`src/rtl/alu_exec_unit.sv`:
```
// Execute-stage ALU with valid/ready handshake, registered result and compare flags.
// Define ALU_FAST_SHIFT_EN for a single-cycle barrel shifter; otherwise shifts iterate one bit per cycle.
module alu_exec_unit #(
  parameter int XLEN = 32
) (
  input  logic            clk,
  input  logic            rst,
  input  logic            in_valid,
  output logic            in_ready,
  input  logic [2:0]      alu_ctrl,
  input  logic            sub,
  input  logic            slt_unsigned,
  input  logic [XLEN-1:0] op_a,
  input  logic [XLEN-1:0] op_b,
  output logic            out_valid,
  input  logic            out_ready,
  output logic [XLEN-1:0] result,
  output logic            zero,
  output logic            lt,
  output logic            ltu
);
  localparam int SW = $clog2(XLEN);

  logic [XLEN-1:0] result_q, result_d, calc_res;
  logic            out_valid_q, out_valid_d;
  logic            lt_q, lt_d, ltu_q, ltu_d;
  logic            lt_now, ltu_now, accept;
  logic [SW-1:0]   shamt;

  assign shamt = op_b[SW-1:0];

  // Single-cycle result; without the barrel shifter a shift only lands here when shamt is 0.
  always_comb begin
    lt_now   = $signed(op_a) < $signed(op_b);
    ltu_now  = op_a < op_b;
    calc_res = '0;
    case (alu_ctrl)
      3'b000:  calc_res = sub ? (op_a - op_b) : (op_a + op_b);
      3'b001:  calc_res = {{(XLEN-1){1'b0}}, (slt_unsigned ? ltu_now : lt_now)};
      3'b010:  calc_res = op_a & op_b;
      3'b011:  calc_res = op_a | op_b;
      3'b100:  calc_res = op_a ^ op_b;
`ifdef ALU_FAST_SHIFT_EN
      3'b101:  calc_res = $signed(op_a) >>> shamt;
      3'b110:  calc_res = op_a << shamt;
      3'b111:  calc_res = op_a >> shamt;
`endif
      default: calc_res = op_a;
    endcase
  end

`ifdef ALU_FAST_SHIFT_EN
  assign in_ready = !rst && (!out_valid_q || out_ready);
  assign accept   = in_valid && in_ready;

  always_comb begin
    result_d    = result_q;
    out_valid_d = out_valid_q;
    lt_d        = lt_q;
    ltu_d       = ltu_q;
    if (out_valid_q && out_ready) out_valid_d = 1'b0;
    if (accept) begin
      result_d    = calc_res;
      lt_d        = lt_now;
      ltu_d       = ltu_now;
      out_valid_d = 1'b1;
    end
  end
`else
  typedef enum logic {IDLE, SHIFT} state_e;

  state_e          state_q, state_d;
  logic [SW-1:0]   cnt_q, cnt_d;
  logic [XLEN-1:0] work_q, work_d, work_step;
  logic            left_q, left_d, arith_q, arith_d;
  logic            is_shift, start_shift, shift_done;

  assign is_shift  = alu_ctrl[2] && (alu_ctrl[1:0] != 2'b00);
  assign work_step = left_q ? {work_q[XLEN-2:0], 1'b0}
                            : {(arith_q & work_q[XLEN-1]), work_q[XLEN-1:1]};

  always_ff @(posedge clk or posedge rst) begin
    if (rst) state_q <= IDLE;
    else     state_q <= state_d;
  end

  always_comb begin
    state_d = state_q;
    case (state_q)
      IDLE:    if (start_shift) state_d = SHIFT;
      SHIFT:   if (shift_done)  state_d = IDLE;
      default: state_d = IDLE;
    endcase
  end

  always_comb begin
    in_ready    = !rst && (state_q == IDLE) && (!out_valid_q || out_ready);
    accept      = in_valid && in_ready;
    start_shift = accept && is_shift && (shamt != '0);
    shift_done  = (state_q == SHIFT) && (cnt_q == SW'(1));
  end

  // The last shift step writes the result directly, so completion costs no extra cycle.
  always_comb begin
    result_d    = result_q;
    out_valid_d = out_valid_q;
    lt_d        = lt_q;
    ltu_d       = ltu_q;
    work_d      = work_q;
    cnt_d       = cnt_q;
    left_d      = left_q;
    arith_d     = arith_q;
    if (out_valid_q && out_ready) out_valid_d = 1'b0;
    if (accept) begin
      lt_d  = lt_now;
      ltu_d = ltu_now;
      if (start_shift) begin
        work_d  = op_a;
        cnt_d   = shamt;
        left_d  = (alu_ctrl == 3'b110);
        arith_d = (alu_ctrl == 3'b101);
      end else begin
        result_d    = calc_res;
        out_valid_d = 1'b1;
      end
    end
    if (state_q == SHIFT) begin
      work_d = work_step;
      cnt_d  = cnt_q - SW'(1);
      if (shift_done) begin
        result_d    = work_step;
        out_valid_d = 1'b1;
      end
    end
  end

  always_ff @(posedge clk or posedge rst) begin
    if (rst) begin
      cnt_q   <= '0;
      work_q  <= '0;
      left_q  <= 1'b0;
      arith_q <= 1'b0;
    end else begin
      cnt_q   <= cnt_d;
      work_q  <= work_d;
      left_q  <= left_d;
      arith_q <= arith_d;
    end
  end
`endif

  always_ff @(posedge clk or posedge rst) begin
    if (rst) begin
      result_q    <= '0;
      out_valid_q <= 1'b0;
      lt_q        <= 1'b0;
      ltu_q       <= 1'b0;
    end else begin
      result_q    <= result_d;
      out_valid_q <= out_valid_d;
      lt_q        <= lt_d;
      ltu_q       <= ltu_d;
    end
  end

  assign result    = result_q;
  assign out_valid = out_valid_q;
  assign lt        = lt_q;
  assign ltu       = ltu_q;
  assign zero      = (result_q == '0);

endmodule

```
`config.mk`:
```
export PLATFORM = sky130hd
export DESIGN_NAME = alu_exec_unit
export DESIGN_NICKNAME = d
export VERILOG_FILES = /design/src/rtl/alu_exec_unit.sv
export SDC_FILE = /design/constraint.sdc
export NUM_CORES = 1
export LEC_CHECK = 0
export CAP_MARGIN = 20
export CORE_UTILIZATION = 40
export DETAILED_ROUTE_END_ITERATION = 8
export PLACE_DENSITY = 0.59
export SLEW_MARGIN = 40
export SYNTH_ARGS = -nofsm -noshare
export SYNTH_HDL_FRONTEND = slang
export SYNTH_SLANG_ARGS = --single-unit
```
`constraint.sdc`:
```
create_clock -name clk -period 5 [get_ports clk]
set_input_delay 1 -clock clk [delete_from_list [all_inputs] [get_ports clk]]
set_output_delay 1 -clock clk [all_outputs]
set_load 0.01 [all_outputs]
```
==> impl_metrics.sql <==
INSERT INTO impl_metrics (metric_group, metric, value, unit) VALUES
('yosys', 'synthTopCellsByCount', 'sky130_fd_sc_hd__o21ai_0, sky130_fd_sc_hd__nor2_1, sky130_fd_sc_hd__a21oi_1', ''),
('yosys', 'synth_seq_area_share', '20.6', '%'),
('cts', 'cts.sinks', '75', ''),
('yosys', 'postSynthAreaPerCell', '7.44', 'um2'),
('sta', 'final.period_utilization', '87.4', '%'),
('final_layout', 'share_of_final_layout_standard_cells_stronger_than_drive_strength_1', '6.49', '%'),
('hold_path', 'worst_hold_path.num_cells', '2', ''),
('sta', 'maxSlewViolCount', '0', ''),
('global_routing', 'grt_usage', '30.1', '%'),
('worst_setup_path', 'crit_path_max_fanout', '12', ''),
('yosys', 'post_synth_num_cell_types', '73', ''),
('cts', 'cts_setup_buffers', '0', ''),
('floorplanning', 'design.portCount', '110', ''),
('yosys', 'synth-edff-count', '0', ''),
('floorplanning', 'core.rowCount', '54', ''),
('yosys', 'synth_area_leaders', 'sky130_fd_sc_hd__dfrtp_1, sky130_fd_sc_hd__ha_1, sky130_fd_sc_hd__o21ai_0, sky130_fd_sc_hd__a21oi_1, sky130_fd_sc_hd__nor2_1', ''),
('cts', 'clock_tree.htree_level_count', '3', ''),
('routing', 'vias_after_detailed_routing', '9676', ''),
('sta', 'max_slew.worst_pin.slew', '0.796', 'ns'),
('routing', 'wirelength', '35000', 'um'),
('sta', 'hold_viol_final', '0', ''),
('global_routing', 'first_pass_grt_wire_length', '54600', 'um'),
('sta', 'clock_skew', '0.00909', 'ns'),
('final_layout', 'layout.cell_area.non_filler', '10800', 'um2'),
('outcome', 'status', 'complete, no violations', ''),
('placed_design', 'placement.io_buffers', '109', ''),
('hold_path', 'hp-class', 'register to register', ''),
('worst_setup_path', 'worst-endpoint-arrival', '4.58', 'ns'),
('pwr', 'power_share_of_the_sequential_group', '29.7', '%'),
('yosys', 'syn_nets', '1397', ''),
('pwr', 'p_int', '2.25', 'mW'),
('global_routing', 'largest_net_degree_at_the_start_of_global_routing', '76', ''),
('yosys', 'synth.ff_latch_count', '75', ''),
('floorplanning', 'height_of_the_die', '153', 'um'),
('global_routing', 'antenna_found_initial', '0', ''),
('cts', 'cts_hold_repair.buffers', '0', ''),
('routing', 'drt_drc_violations_left', '0', ''),
('pwr', 'totalPowerFinal', '3.96', 'mW'),
('pwr', 'p_leak', '4.67', 'nW'),
('floorplanning', 'die_area', '23400', 'um2'),
('worst_setup_path', 'timing.reg2reg.worst_path_depth', '9', ''),
('pwr', 'power.clock.fraction', '19.1', '%'),
('global_routing', 'globalRouteOverflowTotal', '0', ''),
('sta', 'final_critical_path_required_period', '4.37', 'ns'),
('placed_design', 'globalplace.congestion', '0.977', ''),
('pwr', 'p_per_area', '368', 'nW/um2'),
('cts', 'tritoncts_clock_tree', 'yes', ''),
('floorplanning', 'die_w', '153', 'um'),
('hold_path', 'worstHoldEndpoint', 'ltu', ''),
('yosys', 'dominantRegCellSynth', 'sky130_fd_sc_hd__dfrtp_1', ''),
('yosys', 'synth_area', '9100', 'um2'),
('sta', 'timing.fmax', '0.229', 'GHz'),
('routing', 'drt-pass1-iter-count', '6', ''),
('pwr', 'power_switching', '1.71', 'mW'),
('cts', 'cts_root_buffer', 'sky130_fd_sc_hd__clkbuf_16', ''),
('routing', 'drt_iter0_markers', '795', ''),
('hold_path', 'worstHoldStart', 'ltu', ''),
('cts', 'cts-resized-gates', '0', ''),
('worst_setup_path', 'startpoint_type', 'input port', ''),
('pwr', 'irDropWorstVdd', '0.182', 'mV'),
('floorplanning', 'core_area', '22100', 'um2'),
('routing', 'detail-route-antenna-nets', '0', ''),
('sta', 'final_layout_setup_total_negative_slack', '0', 'ns'),
('sta', 'rsz0062_at_grt', 'no', ''),
('global_routing', 'first_global_vias', '9202', ''),
('final_layout', 'antenna-diode-count', '0', ''),
('placed_design', 'place_area', '10400', 'um2'),
('placed_design', 'dp_hpwl', '25800', 'um'),
('sta', 'relSlewSlack', '46.9', '%'),
('cts', 'insertion_delay', '0.36', 'ns'),
('routing', 'avgRoutedWirePerCell', '22.2', 'um');
-- area by class of cell --
class | count | area share, %
repair buffers | 141 | 12.2
flip-flops and latches | 75 | 17.5
clock buffers | 11 | 2.26
well taps | 280 | 3.26
inverters | 102 | 3.61
clock inverters | 4 | 0.698
multi-input cells | 962 | 60.5
-- state kept, by name, summed over array words and instances, names as in the netlist --
name       flops
arith_q        1
cnt_q          5
left_q         1
lt             1
ltu            1
out_valid      1
result        32
state_q        1
work_q        32
-- layout by cell type, fill, tap and decap left out, types with 11 or more instances in the layout --
cell	netlist	final
sky130_fd_sc_hd__nor3_1	30	30
sky130_fd_sc_hd__a21o_1	14	14
sky130_fd_sc_hd__a21oi_1	105	105
sky130_fd_sc_hd__inv_1	100	98
sky130_fd_sc_hd__nand2_1	102	102
sky130_fd_sc_hd__a221o_1	39	39
sky130_fd_sc_hd__a31oi_1	16	16
sky130_fd_sc_hd__nand3_1	14	14
sky130_fd_sc_hd__clkdlybuf4s50_1	0	106
sky130_fd_sc_hd__nor2_1	108	105
sky130_fd_sc_hd__o211ai_1	27	27
sky130_fd_sc_hd__buf_4	1	32
sky130_fd_sc_hd__xnor2_1	18	18
sky130_fd_sc_hd__nor4_1	15	14
sky130_fd_sc_hd__o221ai_1	11	11
sky130_fd_sc_hd__ha_1	98	98
sky130_fd_sc_hd__a211oi_1	20	20
sky130_fd_sc_hd__dfrtp_1	75	74
sky130_fd_sc_hd__mux2i_1	29	29
sky130_fd_sc_hd__nor2b_1	41	41
sky130_fd_sc_hd__o21ai_0	121	121
-- worst max-delay path, cell delays in order --
cell and delay (ns):
sky130_fd_sc_hd__clkdlybuf4s50_1 0.59, sky130_fd_sc_hd__inv_1 0.07, sky130_fd_sc_hd__ha_1 0.46, sky130_fd_sc_hd__nor3_1 0.41, sky130_fd_sc_hd__nand2_1 0.12, sky130_fd_sc_hd__a311oi_1 0.34, sky130_fd_sc_hd__nor3_2 0.16, sky130_fd_sc_hd__o2111ai_1 0.29
sky130_fd_sc_hd__a31oi_1 0.17, sky130_fd_sc_hd__o41ai_1 0.50, sky130_fd_sc_hd__nor3_1 0.11, sky130_fd_sc_hd__a31oi_1 0.22, sky130_fd_sc_hd__o2111ai_1 0.15
-- power groups by stage --
stage	sequential, mW	clock, mW	combinational [mW]
global route	1.20	0.782	2.21
floorplan	1.09	0	1.24
finish	1.18	0.754	2.03
global placement	1.17	0	1.99
detailed placement	1.17	0	2.00
CTS	1.17	0.762	2.01
-- through the flow --
step | cells | setup slack [ns] | utilization, % | hold WS (ns)
4_1_cts | 1575 | 0.754 | 48.7 | 0.511
3_3_place_gp | 1560 | 0.459 | 47.2 | 0.484
3_5_place_dp | 1560 | 0.397 | 47.3 | 0.497
6_report | 1575 | 0.628 | 48.7 | 0.506
5_1_grt | 1575 | 0.411 | 48.7 | 0.528
2_1_floorplan | 1224 | 1.45 | - | 0.440
-- logic make-up after synthesis --
kind of cell / after synthesis / share of synthesized area [%]
AO/OA/AOI/OAI: 442 / 32.2
AND/OR/NAND/NOR: 360 / 18.8
buffers and inverters: 187 / 8.11
adder cells (fa/ha/maj): 100 / 13.9
flip-flops: 75 / 20.6
multiplexers: 35 / 3.93
XOR/XNOR: 25 / 2.41
-- worst max path at each step --
stage,from,endpoint,slack (ns),depth (start not counted)
global route,op_a[10],result[31],0.41,13
floorplan,op_a[0],result[30],1.45,12
finish,op_a[10],result[31],0.63,13
detailed placement,op_a[2],result[28],0.40,13
global placement,op_a[2],result[28],0.46,13
CTS,op_a[0],result[28],0.75,15
-- routing by layer --
layer | track usage [%] | vias up | part of all wire, %
met1 | 43.1 | 4640 | 47
met2 | 46.3 | 402 | 43
met3 | 4.96 | 49 | 7.4
met4 | 8.42 | 0 | 2.1
li1 | - | 4585 | -
met5 | 0 | - | 0
No activity file was read; power rests on OpenSTA's default activity.
